$ cat config.mk
export PLATFORM = sky130hd
export DESIGN_NAME = seq_chunk_adder
export DESIGN_NICKNAME = d
export VERILOG_FILES = /design/src/rtl/seq_chunk_adder.sv
export SDC_FILE = /design/constraint.sdc
export NUM_CORES = 1
export LEC_CHECK = 0
export ABC_AREA = 1
export CORE_ASPECT_RATIO = 0.5
export CORE_MARGIN = 8
export CORE_UTILIZATION = 40
export DETAILED_ROUTE_END_ITERATION = 10
export SYNTH_ARGS = -nofsm -noshare
export SYNTH_HDL_FRONTEND = slang
export SYNTH_SLANG_ARGS = --single-unit
$ cat constraint.sdc
create_clock -name clk -period 3.3 [get_ports clk]
set_input_delay 0.66 -clock clk [delete_from_list [all_inputs] [get_ports clk]]
set_output_delay 0.66 -clock clk [all_outputs]
set_load 0.1 [all_outputs]
$ cat src/rtl/seq_chunk_adder.sv
// Sequential ripple adder: adds a + b + cin CHUNK bits per clock, carrying between chunks in a register.
// Latency NCHUNK+1 edges from accepted start to done; start is only honoured in IDLE, never queued.
module seq_chunk_adder #(
  parameter int WIDTH = 16,
  parameter int CHUNK = 4
) (
  input  logic             clk,
  input  logic             rst,
  input  logic             start,
  input  logic [WIDTH-1:0] a,
  input  logic [WIDTH-1:0] b,
  input  logic             cin,
  output logic             busy,
  output logic             done,
  output logic [WIDTH-1:0] sum,
  output logic             cout,
  output logic             ovf
);

  localparam int NCHUNK = WIDTH / CHUNK;
  localparam int IW     = (NCHUNK > 1) ? $clog2(NCHUNK) : 1;
  localparam logic [IW-1:0] LAST_IDX = IW'(NCHUNK - 1);

  typedef enum logic [1:0] {
    IDLE = 2'd0,
    RUN  = 2'd1,
    DONE = 2'd2
  } state_t;

  state_t state, state_next;

  logic [WIDTH-1:0] op_a;
  logic [WIDTH-1:0] op_b;
  logic             carry;
  logic [IW-1:0]    idx;
  logic [WIDTH-1:0] acc;

  logic [CHUNK-1:0] a_chunk;
  logic [CHUNK-1:0] b_chunk;
  logic [CHUNK:0]   chunk_sum;
  logic [WIDTH-1:0] acc_upd;
  logic             last;
  logic             ovf_next;

  assign last = (idx == LAST_IDX);

  // Chunk select and write-back are explicit muxes so idx never needs to be
  // widened into a bit offset.
  always_comb begin
    a_chunk = '0;
    b_chunk = '0;
    for (int k = 0; k < NCHUNK; k++) begin
      if (idx == IW'(k)) begin
        a_chunk = op_a[k*CHUNK +: CHUNK];
        b_chunk = op_b[k*CHUNK +: CHUNK];
      end
    end
    chunk_sum = {1'b0, a_chunk} + {1'b0, b_chunk} + {{CHUNK{1'b0}}, carry};
    acc_upd = acc;
    for (int k = 0; k < NCHUNK; k++) begin
      if (idx == IW'(k)) begin
        acc_upd[k*CHUNK +: CHUNK] = chunk_sum[CHUNK-1:0];
      end
    end
    ovf_next = (op_a[WIDTH-1] == op_b[WIDTH-1]) && (acc_upd[WIDTH-1] != op_a[WIDTH-1]);
  end

  always_ff @(posedge clk or posedge rst) begin
    if (rst) begin
      state <= IDLE;
    end else begin
      state <= state_next;
    end
  end

  always_comb begin
    state_next = state;
    case (state)
      IDLE:    if (start) state_next = RUN;
      RUN:     if (last) state_next = DONE;
      DONE:    state_next = IDLE;
      default: state_next = IDLE;
    endcase
  end

  always_comb begin
    busy = (state == RUN);
    done = (state == DONE);
  end

  // Result registers load only on the completion edge, so partial sums never escape.
  always_ff @(posedge clk or posedge rst) begin
    if (rst) begin
      op_a  <= '0;
      op_b  <= '0;
      carry <= 1'b0;
      idx   <= '0;
      acc   <= '0;
      sum   <= '0;
      cout  <= 1'b0;
      ovf   <= 1'b0;
    end else begin
      case (state)
        IDLE: begin
          if (start) begin
            op_a  <= a;
            op_b  <= b;
            carry <= cin;
            idx   <= '0;
            acc   <= '0;
          end
        end
        RUN: begin
          acc   <= acc_upd;
          carry <= chunk_sum[CHUNK];
          idx   <= last ? '0 : idx + IW'(1);
          if (last) begin
            sum  <= acc_upd;
            cout <= chunk_sum[CHUNK];
            ovf  <= ovf_next;
          end
        end
        default: ;
      endcase
    end
  end

endmodule

== Word level (Yosys, flattened, before mapping) ==
Index checks and enable logic that the tools add are counted.

* Register bits after elaboration: 71
* Input bits: 36
* Output and inout bits: 20
* Word-level logic and storage cells: 51

* $add $sub $neg: 3
* Eq/ne operators: 9
* Muxes and demuxes: 22
* Reduce and logical (&&, ||, !) cells: 8

{| class="wikitable"
|+ Operators with widths
! cell !! number
|-
| 4-bit 2-to-1 mux || 12
|-
| 16-bit one-hot mux with 2 select lines || 1
|-
| 16-bit 2-to-1 mux || 1
|-
| 2-bit 2-to-1 mux || 4
|-
| 2-bit one-hot mux with 2 select lines || 2
|-
| 2-bit AND reduction || 4
|-
| 2-bit equality test, second input constant || 3
|-
| 4-bit by 4-bit adder with 5-bit output || 1
|-
| 5-bit by 1-bit adder with 5-bit output || 1
|-
| 2-bit by 1-bit equality test with 1-bit output, second input constant || 2
|-
| 2-bit logical NOT || 2
|-
| 2-bit by 1-bit adder with 2-bit output, second input constant || 1
|-
| 2-bit by 1-bit inequality test with 1-bit output, second input constant || 1
|-
| 2-bit inequality test, second input constant || 1
|-
| 1-bit one-hot mux with 2 select lines || 1
|-
| 2-bit nonzero test || 1
|-
| 1-bit equality test || 1
|-
| 1-bit logical AND || 1
|-
| 1-bit 2-to-1 mux || 1
|-
| 1-bit inequality test || 1
|}

== Longest topological paths before layout ==
Gate-level depths: netlist of run 1.

* Depth after elaboration: 10
* Mapped depth: 17
* Mapped depth without buffers: 17

== Least setup slack after synthesis of run 1 ==
Ideal clock, no wire load.

* Path type: reg2reg
* From: register idx[0]
* To: register acc[1]
* Library setup time: 0.128 ns
* Arrival: 2.466 ns
* Slack: 0.707 ns
* Stages on the path, launching flop included: 15
* Buffers on the path: 0
* Cells stage by stage: dfrtp_1 -> inv_1 -> ha_1 -> inv_2 -> nor2_8 -> a22oi_1 -> o21ai_0 -> o21ai_0 -> fa_1 -> inv_1 -> fa_1 -> nand2_1 -> o21ai_0 -> inv_1 -> o22ai_1

* Cells in the longest elaborated chain, start to end: 9
* Elaborated cells on any way between the ends: 16
* Those cells by class: add/sub (2); eq/ne (3); mux (10); reduce/logical (1)

{| class="wikitable"
|+ RTL lines
! element !! line !! source
|-
| start: declaration || 35 || <nowiki>logic [IW-1:0] idx;</nowiki>
|-
| start signal: assignment || 116 || <nowiki>idx <= last ? '0 : idx + IW'(1);</nowiki>
|-
| 2-bit logical NOT || 53, 61 ||
|-
| 4-bit 2-to-1 mux (4 in a row) || 53 || <nowiki>if (idx == IW'(k)) begin</nowiki>
|-
| 4-bit by 4-bit adder with 5-bit output || 58 || <nowiki>chunk_sum = {1'b0, a_chunk} + {1'b0, b_chunk} + {{CHUNK{1'b0}}, carry};</nowiki>
|-
| 5-bit by 1-bit adder with 5-bit output || 58 ||
|-
| 4-bit 2-to-1 mux * || 61 || <nowiki>if (idx == IW'(k)) begin</nowiki>
|-
| 16-bit one-hot mux with 2 select lines * || 103 || <nowiki>case (state)</nowiki>
|-
| end signal: assignment || 114 || <nowiki>acc <= acc_upd;</nowiki>
|-
| end: declaration || 36 || <nowiki>logic [WIDTH-1:0] acc;</nowiki>
|}

Every way passes the cells marked *; elsewhere a longest branch is shown, timed or not.
A chain may end at the register's enable or synchronous reset.

== Final worst setup path of run 1 ==
* From: register idx[0]
* To: register acc[5]

* Cells in the longest elaborated chain, start to end: 9
* Elaborated cells on any way between the ends: 16
* Those cells by class: add/sub (2); eq/ne (3); mux (10); reduce/logical (1)

{| class="wikitable"
|+ RTL lines
! element !! line
|-
| 2-bit logical NOT || 53
|-
| 4-bit 2-to-1 mux (4 in a row) || 53
|-
| 4-bit by 4-bit adder with 5-bit output || 58
|-
| 5-bit by 1-bit adder with 5-bit output || 58
|-
| 4-bit 2-to-1 mux * || 61
|-
| 16-bit one-hot mux with 2 select lines * || 103
|}

Marked as above.

==> key figures, run 1 <==
Clocking
  • H-tree level count: 3
  • Post-cts resize count: 0
  • TritonCTS clock tree: built
  • Root cell of the clock tree: clkbuf_16
  • Clk slew on worst S/H paths: 0.05 ns
  • Cts bufs inserted: 9
  • Clk buf depth: 2
  • Post-CTS Setup Bufs: 0
  • Clock Sinks: just under 70
  • Hold bufs inserted after CTS: 0
  • Worst skew pair latency: 0.33 ns

STA
  • Min cycle time layout: between 2 and 3 ns
  • Setup TNS: 0 ns
  • Crit share post-route: 90.88%
  • Clk_skew: around 0.0057 ns
  • Fin. Hold Viols: 0
  • Fmax: approximately 0.33 GHz
  • Slew Viols, Final: 0
  • Rel. slew slack: about 64%
  • Worst slew pin tran: 0.5383 ns
  • RSZ-0062 raised after global routing: no
  • # setup viols final: 0

Min path
  • Worst min path class: flip-flop to flip-flop

Yosys
  • Ys Warns: 0
  • Area leader, netlist: dfrtp_1
  • Top-count cell post-synth: nand2_1
  • Syn Std Cell Area: 3254 um2
  • Sequential area share after synthesis: between 50% and 60%
  • Largest cells by area after synthesis: dfrtp_1 (52%), nand2_1 (19%), o21ai_0 (4.2%), ha_1 (2.7%), inv_1 (2.2%)
  • Most frequent cells after synthesis: nand2_1 (165), dfrtp_1 (68), o21ai_0 (27)
  • Synth unique cells: 29
  • Main synth FF type: dfrtp_1
  • Gate Count Post-Synth: 378
  • Mapped Nets: ~420
  • Synth Area per Inst: 8.609 um2
  • Post-synth EDFFs: 0
  • Synth top area share: around 52%
  • Ys async rst share: between 90% and 100%
  • Flops & latches, synth: 68

Floorplanning
  • Number of I/O pins: 56
  • CORE AREA: roughly 7900 um2
  • Initial Util: 40.97%
  • Die ar.: 11450 um2
  • Die W: roughly 140 um
  • Die H: about 80 um
  • Site row count: 23

Routing
  • WL/cell: approximately 14 um
  • Initial DRC Count: approximately 190
  • WL final: slightly below 8 mm
  • Drt drc: 0
  • 1st-pass router iterations: 4
  • DR vias: 2583
  • Final ANT Viol Nets: 0
  • Vias per cell: ~4.7

Finish
  • Multi-input logic area: approximately 1300 um2
  • # diodes: 0
  • Final core utilization: about half
  • Storage cell area: 1702 um2
  • Layout cells sized above 1: roughly 16%
  • Fillcell total: 751
  • Layout Nets: 478
  • Synthesis-to-finish area growth: 26.53%

Place
  • Dpl hpwl: between 5 and 6 mm
  • Routability Congestion: about 0.81
  • # port buffers: 55

Setup path
  • Startpoint types: flip-flop
  • CP Max Fanout: 8
  • WP data arrival: approximately 3.2 ns
  • Crit. End Element: flip-flop
  • Crit Path Class: flip-flop to flip-flop
  • Critical path data required time: 3.50 ns

Job
  • Maxcap violations: 0

Global routing
  • Overall Global Routing Usage: about 15%
  • Initial antenna violation count: 0
  • Total congestion overflow: 0
  • First-pass GRT wire length: between 10 and 15 mm
  • Largest net degree at the start of global routing: 36
  • Vias in the first global route: 2618

Outcome
  • Outcome: finished, final reports clean
[final cells by class]
class                   count  share of cell area (%)
flip-flops and latches     68                   41.32
multi-input cells         269                   32.76
repair buffers             61                   13.25
clock buffers              14                   6.898
well taps                 112                   3.403
inverters                  24                   2.249
clock inverters             1                  0.1215
[worst max-delay path, stage by stage, from the launching register on]
cell,delay (ns)
dfrtp_1,0.41
inv_1,0.13
ha_2,0.27
inv_2,0.10
nor2_8,0.16
a22oi_1,0.08
o21ai_0,0.17
o21ai_0,0.17
fa_1,0.43
inv_1,0.12
fa_1,0.49
nand2_1,0.09
o21ai_0,0.08
inv_1,0.09
o22ai_1,0.06
[per-layer routing]
layer  up-vias  routed length (um)  GRT usage [%]
li1       1316                   -              -
met1      1212                3772          18.48
met2        47                3675          23.38
met3         8                 313          4.236
met4         0                  98          4.995
met5         -                   0              0
[cell usage in the layout, fill, tap and decap left out, drive strengths merged, types with 2 or more instances in the layout]
cell / n
o211ai: 3
nor2: 10
inv: 24
nand3: 8
a21oi: 10
dfrtp: 68
fa: 2
o21ai: 44
a22oi: 7
clkdlybuf4s50: 35
buf: 26
ha: 7
clkbuf: 14
or2: 2
o22ai: 3
nand2: 171
[worst paths after layout]
path,from,end,slack (ns),cells after the start
setup / recovery,idx[0],acc[5],0.30,14
min in group asynchronous,rst,state[1],0.64,2
hold reg to reg,cout,cout,0.48,2
setup reg to reg,idx[0],acc[5],0.30,14
hold / removal,cout,cout,0.48,2
max in group asynchronous,rst,op_a[6],1.98,3
[registers in the layout, indices dropped and copies added (netlist names), 2 cells and up]
name   cells
state      2
op_b      16
op_a      16
acc       13
idx        2
sum       16
[cell families (layout without fill, tap and decap cells)]
logic type / Yosys count / after routing / synth area share [%]
xor gates and xnor gates: 1 / 1 / 0.2692
and+or+nand+nor: 191 / 191 / 24.41
AOI/OAI and AO/OA: 68 / 68 / 12.46
buffers and inverters: 41 / 100 / 6.651
DFF: 68 / 68 / 52.29
adders and majority gates: 9 / 9 / 3.921
[through the flow]
stage / std cells / hold slack [ns] / cell area, um2 / worst slack (ns)
after floorplan: 378 / 0.4436 / 3254 / 0.7065
after global placement: 534 / 0.4636 / 3816 / 0.3335
after detailed placement: 534 / 0.4667 / 3816 / 0.1957
after CTS: 549 / 0.4812 / 4105 / 0.03903
after global routing: 549 / 0.5029 / 4118 / 0.07518
final: 549 / 0.4757 / 4118 / 0.3011
Power of run 1 is not shown: default switching activity piles up to over one toggle a cycle in this logic, so the estimate is an artifact.
==> run 2, diff against run 1 <==
Settings changed: PLACE_DENSITY from default to 0.66.
Clock period 3.3 ns to 2.5 ns, I/O delays scaled along.
==> run 2 against run 1 <==
Net effect: the run now ends with setup timing left; utilization rose by 5.1 points; wire length down 3.9%; global-route usage down 0.75 points; count of clock-buffer cells in the layout fell by 4; design area rose by 9.9%; maximum frequency increased by 18%; critical path depth grew 1; via count rose by 3.3%; setup slack lost 0.33 ns; largest cell class unchanged.
==> key figures, run 2 (same netlist as run 1, synthesis figures left out) <==
STA
  • Clk_skew: 0.004562 ns (-0.001112 ns)
  • Crit share post-route: 101.3% (+10 points)
  • Min cycle time layout: 2.533 ns (-0.4663 ns)
  • Final WS setup: -0.03266 ns (-0.3337 ns)
  • Rel. slew slack: 63.67% (-0.39 points)
  • Fmax: 0.3948 GHz (+18%)
  • RSZ-0062 raised after global routing: yes
  • Slew Viols, Final: 0 (unchanged)
  • Fin. Hold Viols: 0 (unchanged)
  • Worst slew pin tran: 0.5442 ns (+0.005863 ns)
  • Setup TNS: -0.1428 ns (-0.1428 ns)
  • # setup viols final: 8 (+8)

Routing
  • Initial DRC Count: 128 (-34%)
  • DR vias: 2668 (+3.3%)
  • Drt drc: 0 (unchanged)
  • 1st-pass router iterations: 4 (unchanged)
  • Vias per cell: 4.681 (-0.51%)
  • Final ANT Viol Nets: 0 (unchanged)
  • WL/cell: 13.25 um (-7.4%)
  • WL final: 7.555 mm (-3.9%)

Finish
  • Commonest non-fill, non-tap cell in the layout: nand2_1
  • Synthesis-to-finish area growth: 39.06%
  • Fin cells: 570 (+3.8%)
  • Top Registers: op_a x16, op_b x16, sum x16
  • Most frequent cells in the layout: nand2_1 (165), dfrtp_1 (68), buf_4 (43), clkdlybuf4s50_1 (35), o21ai_1 (18)
  • Final core utilization: 56.98% (+5.1 points)
  • Multi-input logic area: 1490 um2 (+10%)
  • # diodes: 0 (unchanged)
  • Final Instance Area: 4526 um2 (+9.9%)
  • Layout cells sized above 1: 24.67% (+8.9 points)
  • Storage cell area: 1702 um2 (unchanged)
  • Fillcell total: 734 (-2.3%)
  • Layout Nets: 499 (+4.4%)

Setup path
  • Worst Setup SP: idx[1]
  • Startpoint types: flip-flop
  • Worst-case reg-to-reg path depth: 15 (+1)
  • Crit path top cell by count: o21ai_1
  • R2r endpoint: acc[5]
  • RR Startpoint: idx[1]
  • Slowest CP cell: fa_2
  • WP data arrival: 2.73 ns (-0.47 ns)
  • Critical path data required time: 2.69 ns (-0.81 ns)
  • Critical-path cell list: inv_2 -> buf_6 -> ha_4 -> inv_4 -> nor2_8 -> a22oi_2 -> o21ai_1 -> o21ai_1 -> fa_2 -> inv_2 -> fa_2 -> nand2_1 -> o21ai_1 -> inv_1 -> o22ai_1
  • Worst reg2reg setup slack: -0.03 ns (-0.33 ns)
  • CP Max Fanout: 5 (-3)
  • Crit Path Class: flip-flop to flip-flop
  • Crit. End Element: flip-flop
  • Worst path max stage delay: 0.45 ns (-0.04 ns)

Place
  • Dpl hpwl: 5.335 mm (-3.1%)
  • Placed Instances: 550 (+3.0%)
  • Placed inst area: 3994 um2 (+4.7%)
  • # port buffers: 55 (unchanged)
  • Routability Congestion: 0.8467 (+4.1%)

Floorplanning
  • Number of I/O pins: 56 (unchanged)
  • Die H: 79.78 um (unchanged)
  • Initial Util: 40.97% (unchanged)
  • CORE AREA: 7943 um2 (unchanged)
  • Site row count: 23 (unchanged)
  • Die ar.: 11450 um2 (unchanged)
  • Die W: 143.6 um (unchanged)

Clocking
  • Worst skew pair latency: 0.33 ns (about the same)
  • H-tree level count: 3 (unchanged)
  • Cts bufs inserted: 9 (unchanged)
  • Hold bufs inserted after CTS: 0 (unchanged)
  • Clk buf depth: 2 (unchanged)
  • Clk slew on worst S/H paths: 0.06 ns (about the same)
  • Clock Sinks: 68 (unchanged)
  • TritonCTS clock tree: built
  • Root cell of the clock tree: clkbuf_16

Global routing
  • Overall Global Routing Usage: 13.78% (-0.75 points)
  • First-pass GRT wire length: 12.33 mm (-4.9%)
  • Largest net degree at the start of global routing: 69 (+92%)
  • Fraction of met1 tracks used by global routing: 18.55% (+0.076 points)
  • Met2 Use GR: 20.47% (-2.9 points)
  • Vias in the first global route: 2538 (-3.1%)
  • Initial antenna violation count: 0 (unchanged)
  • GRT met3 Usage: 4.714% (+0.48 points)
  • GR peak layer: met2
  • Total congestion overflow: 0 (unchanged)

Outcome
  • Failing checks: setup timing
  • Outcome: finished, violations left

Min path
  • Hold_sp: cout
  • WHS Endpoint: cout
  • Worst min path class: flip-flop to flip-flop
  • Hold path depth: 2 (unchanged)

Job
  • Maxcap violations: 0 (unchanged)
[run 2: cell count changes in the layout (fill, tap and decap cells not counted), sizes merged]
cell    before  now
buf         26   47
clkbuf      14   10
bufinv       0    4
[run 2: worst max-delay path by stage]
stage / cells after the start / endpoint
after global placement: 13 / acc[1]
after detailed placement: 13 / sum[9]
final: 15 / acc[5]
after floorplan: 14 / acc[1]
after global routing: 15 / acc[5]
after CTS: 15 / sum[10]
[run 2: through the flow]
step	setup WS, ns	hold slack [ns]
CTS	-0.005916	0.4792
global placement	-0.1265	0.4579
global route	-0.1745	0.4980
floorplan	-0.01196	0.4436
finish	-0.03266	0.4749
detailed placement	-0.2084	0.4620
[run 2: cell type report]
cell class	instances	area share (%)
repair buffers	82	16.45
clock inverters	5	2.765
flip-flops and latches	68	37.60
inverters	24	2.101
multi-input cells	269	32.93
clock buffers	10	5.059
well taps	112	3.096
[run 2: timing repair]
item | CTS | global route
setup endpoints to repair | 24 | 24
pin swaps | 5 | 15
resized for setup | 19 | 24
buffers inserted | 1 | 4
gates cloned | 0 | 0
[run 2: per-layer routing]
| layer | wire length (um) | part of all wire [%] | up-vias |
|---|---|---|---|
| met2 | 3410 | 45 | 57 |
| li1 | - | - | 1363 |
| met5 | 0 | 0 | - |
| met4 | 86 | 1.1 | 0 |
| met3 | 370 | 4.9 | 8 |
| met1 | 3689 | 49 | 1240 |
[run 2: worst max-delay path, delay by kind of cell (launching register included)]
family,cells,cell delay [ns]
adders and majority gates,3,0.95
AOI/OAI and AO/OA,5,0.42
buffers and inverters,5,0.41
DFF,1,0.39
and+or+nand+nor,2,0.22
Power of run 2 is left out for the same reason.
==> run 3, diff against run 2 <==
Settings changed: CELL_PAD_IN_SITES_DETAIL_PLACEMENT from default to 0, CELL_PAD_IN_SITES_GLOBAL_PLACEMENT from default to 1, CORE_UTILIZATION 40 to 42, PLACE_DENSITY 0.66 to default, PLACE_DENSITY_LB_ADDON from default to 0.1.
Clock period 2.5 ns to 3.2 ns, I/O delays scaled along.
==> run 3 against run 2 <==
Net effect: the run now ends clean; hold slack gained 0.0012 ns; count of clock-buffer cells in the layout grew 3; sequential share of layout area grew 3.4 points; via count shrank 2.4%; sequential cell count is the same; critical endpoint is now acc[2]; highest routed layer unchanged.
==> key figures, run 3 (same netlist as run 1, synthesis figures left out) <==
Outcome
  • Outcome: finished, final reports clean

Clocking
  • Clk buf depth: 2 (unchanged)
  • Hold bufs inserted after CTS: 0 (unchanged)
  • TritonCTS clock tree: built
  • Root cell of the clock tree: clkbuf_16
  • Clock Sinks: 68 (unchanged)
  • H-tree level count: 3 (unchanged)
  • Cts bufs inserted: 9 (unchanged)
  • Clk slew on worst S/H paths: 0.05 ns (about the same)
  • Worst skew pair latency: 0.33 ns (about the same)

Setup path
  • Crit path top cell by count: o21ai_0
  • Critical-path cell list: inv_1 -> ha_2 -> nor2_8 -> a22oi_1 -> o21ai_0 -> o21ai_0 -> fa_1 -> inv_1 -> fa_1 -> xnor2_1 -> nand2_1 -> o21ai_0 -> o21ai_1
  • Crit path buf inv count: 2 (-3)
  • WP data arrival: 3.15 ns (+0.42 ns)
  • Worst path max stage delay: 0.42 ns (-0.03 ns)
  • CP Max Fanout: 10 (+5)
  • Critical path data required time: 3.40 ns (+0.71 ns)
  • Crit. End Element: flip-flop
  • Delay-heaviest family, CP: adder cells
  • Crit Path Class: flip-flop to flip-flop
  • Slowest CP cell: xnor2_1
  • Startpoint types: flip-flop

STA
  • # setup viols final: 0 (-8)
  • Min cycle time layout: 2.950 ns (+0.4177 ns)
  • Fin. Hold Viols: 0 (unchanged)
  • RSZ-0062 raised after global routing: no
  • Clk_skew: 0.005288 ns (+0.0007263 ns)
  • Crit share post-route: 92.20% (-9.1 points)
  • Setup TNS: 0 ns (+0.1428 ns)
  • Final WS setup: 0.2496 ns (+0.2823 ns)
  • Slew Viols, Final: 0 (unchanged)
  • Worst slew pin tran: 0.7271 ns (+0.1829 ns)
  • Fmax: 0.3389 GHz (-14%)
  • Rel. slew slack: 51.46% (-12 points)

Global routing
  • Total congestion overflow: 0 (unchanged)
  • Initial antenna violation count: 0 (unchanged)
  • Largest net degree at the start of global routing: 36 (-48%)
  • First-pass GRT wire length: 12.43 mm (+0.78%)
  • Overall Global Routing Usage: 14.14% (+0.36 points)
  • Vias in the first global route: 2602 (+2.5%)

Finish
  • Final core utilization: 55.86% (-1.1 points)
  • Final Instance Area: 4151 um2 (-8.3%)
  • Fillcell total: 691 (-5.9%)
  • Storage cell area: 1702 um2 (unchanged)
  • # diodes: 0 (unchanged)
  • Layout cells sized above 1: 15.75% (-8.9 points)
  • Multi-input logic area: 1341 um2 (-10%)
  • Top Registers: op_a x16, op_b x16, sum x16
  • Synthesis-to-finish area growth: 27.57%
  • Most frequent cells in the layout: nand2_1 (165), dfrtp_1 (68), clkdlybuf4s50_1 (35), o21ai_0 (27), buf_4 (25)
  • Layout Nets: 478 (-4.2%)
  • Commonest non-fill, non-tap cell in the layout: nand2_1

Place
  • Placed inst area: 3809 um2 (-4.6%)
  • Routability Congestion: 0.8088 (-4.5%)
  • Pre-CTS WS: 0.09937 ns (+0.3078 ns)
  • Dpl hpwl: 5.358 mm (+0.44%)
  • # port buffers: 55 (unchanged)

Floorplanning
  • CORE AREA: 7432 um2 (-6.4%)
  • Die W: 140.5 um (-2.1%)
  • Initial Util: 43.79% (+2.8 points)
  • Die H: 78.25 um (-1.9%)
  • Die ar.: 10990 um2 (-4.0%)
  • Number of I/O pins: 56 (unchanged)
  • Site row count: 22 (-4.3%)

Routing
  • WL/cell: 13.79 um (+4.1%)
  • Drt drc: 0 (unchanged)
  • Initial DRC Count: 123 (-3.9%)
  • Vias per cell: 4.876 (+4.2%)
  • WL final: 7.365 mm (-2.5%)
  • DR vias: 2604 (-2.4%)
  • 1st-pass router iterations: 4 (unchanged)
  • Final ANT Viol Nets: 0 (unchanged)

Job
  • Maxcap violations: 0 (unchanged)

Min path
  • Worst min path class: flip-flop to flip-flop
run 3: worst reg2reg max path, delay by kind of cell, from the launching register on:
family / cells / cell delay (ns)
fa+ha+maj: 3 / 1.02
compound gates: 5 / 0.62
xor+xnor: 1 / 0.42
flops: 1 / 0.40
simple gates: 2 / 0.19
buf+inv: 2 / 0.18
run 3: what timing repair did:
action	4_1_cts	5_1_grt
setup buffers	0	0
setup endpoints to repair	0	13
gates resized for setup	0	2
run 3: worst paths after layout:
| path | startpoint | to | slack [ns] | cells after the start |
|---|---|---|---|---|
| worst max-delay path | idx[1] | acc[2] | 0.25 | 13 |
| worst min-delay path | op_a[0] | op_a[0] | 0.48 | 2 |
| worst max register to register | idx[1] | acc[2] | 0.25 | 13 |
| worst min register to register | op_a[0] | op_a[0] | 0.48 | 2 |
| max in group asynchronous | rst | op_a[12] | 1.80 | 3 |
| min in group asynchronous | rst | state[0] | 0.76 | 2 |
run 3: routing by layer:
layer  global-route usage, %  part of all wire [%]  vias to the layer above
met5                       0                     0                        -
met2                   20.91                    43                       62
met3                   5.492                   5.9                       10
met4                   4.894                   1.0                        0
li1                        -                     -                     1319
met1                   18.62                    50                     1213
run 3: through the flow:
step / cells / hold slack (ns)
2_1_floorplan: 378 / 0.4436
3_3_place_gp: 518 / 0.4625
3_5_place_dp: 518 / 0.4679
4_1_cts: 534 / 0.4828
5_1_grt: 534 / 0.5030
6_report: 534 / 0.4761
run 3: cell type report:
| class | count | share of cell area, % |
|---|---|---|
| Inverter | 24 | 2.230 |
| Timing Repair Buffer | 61 | 13.44 |
| Sequential cell | 68 | 40.99 |
| Multi-Input combinational cell | 269 | 32.31 |
| Tap cell | 96 | 2.893 |
| Clock buffer | 13 | 6.510 |
| Clock inverter | 3 | 1.627 |
Power of run 3 is left out for the same reason.
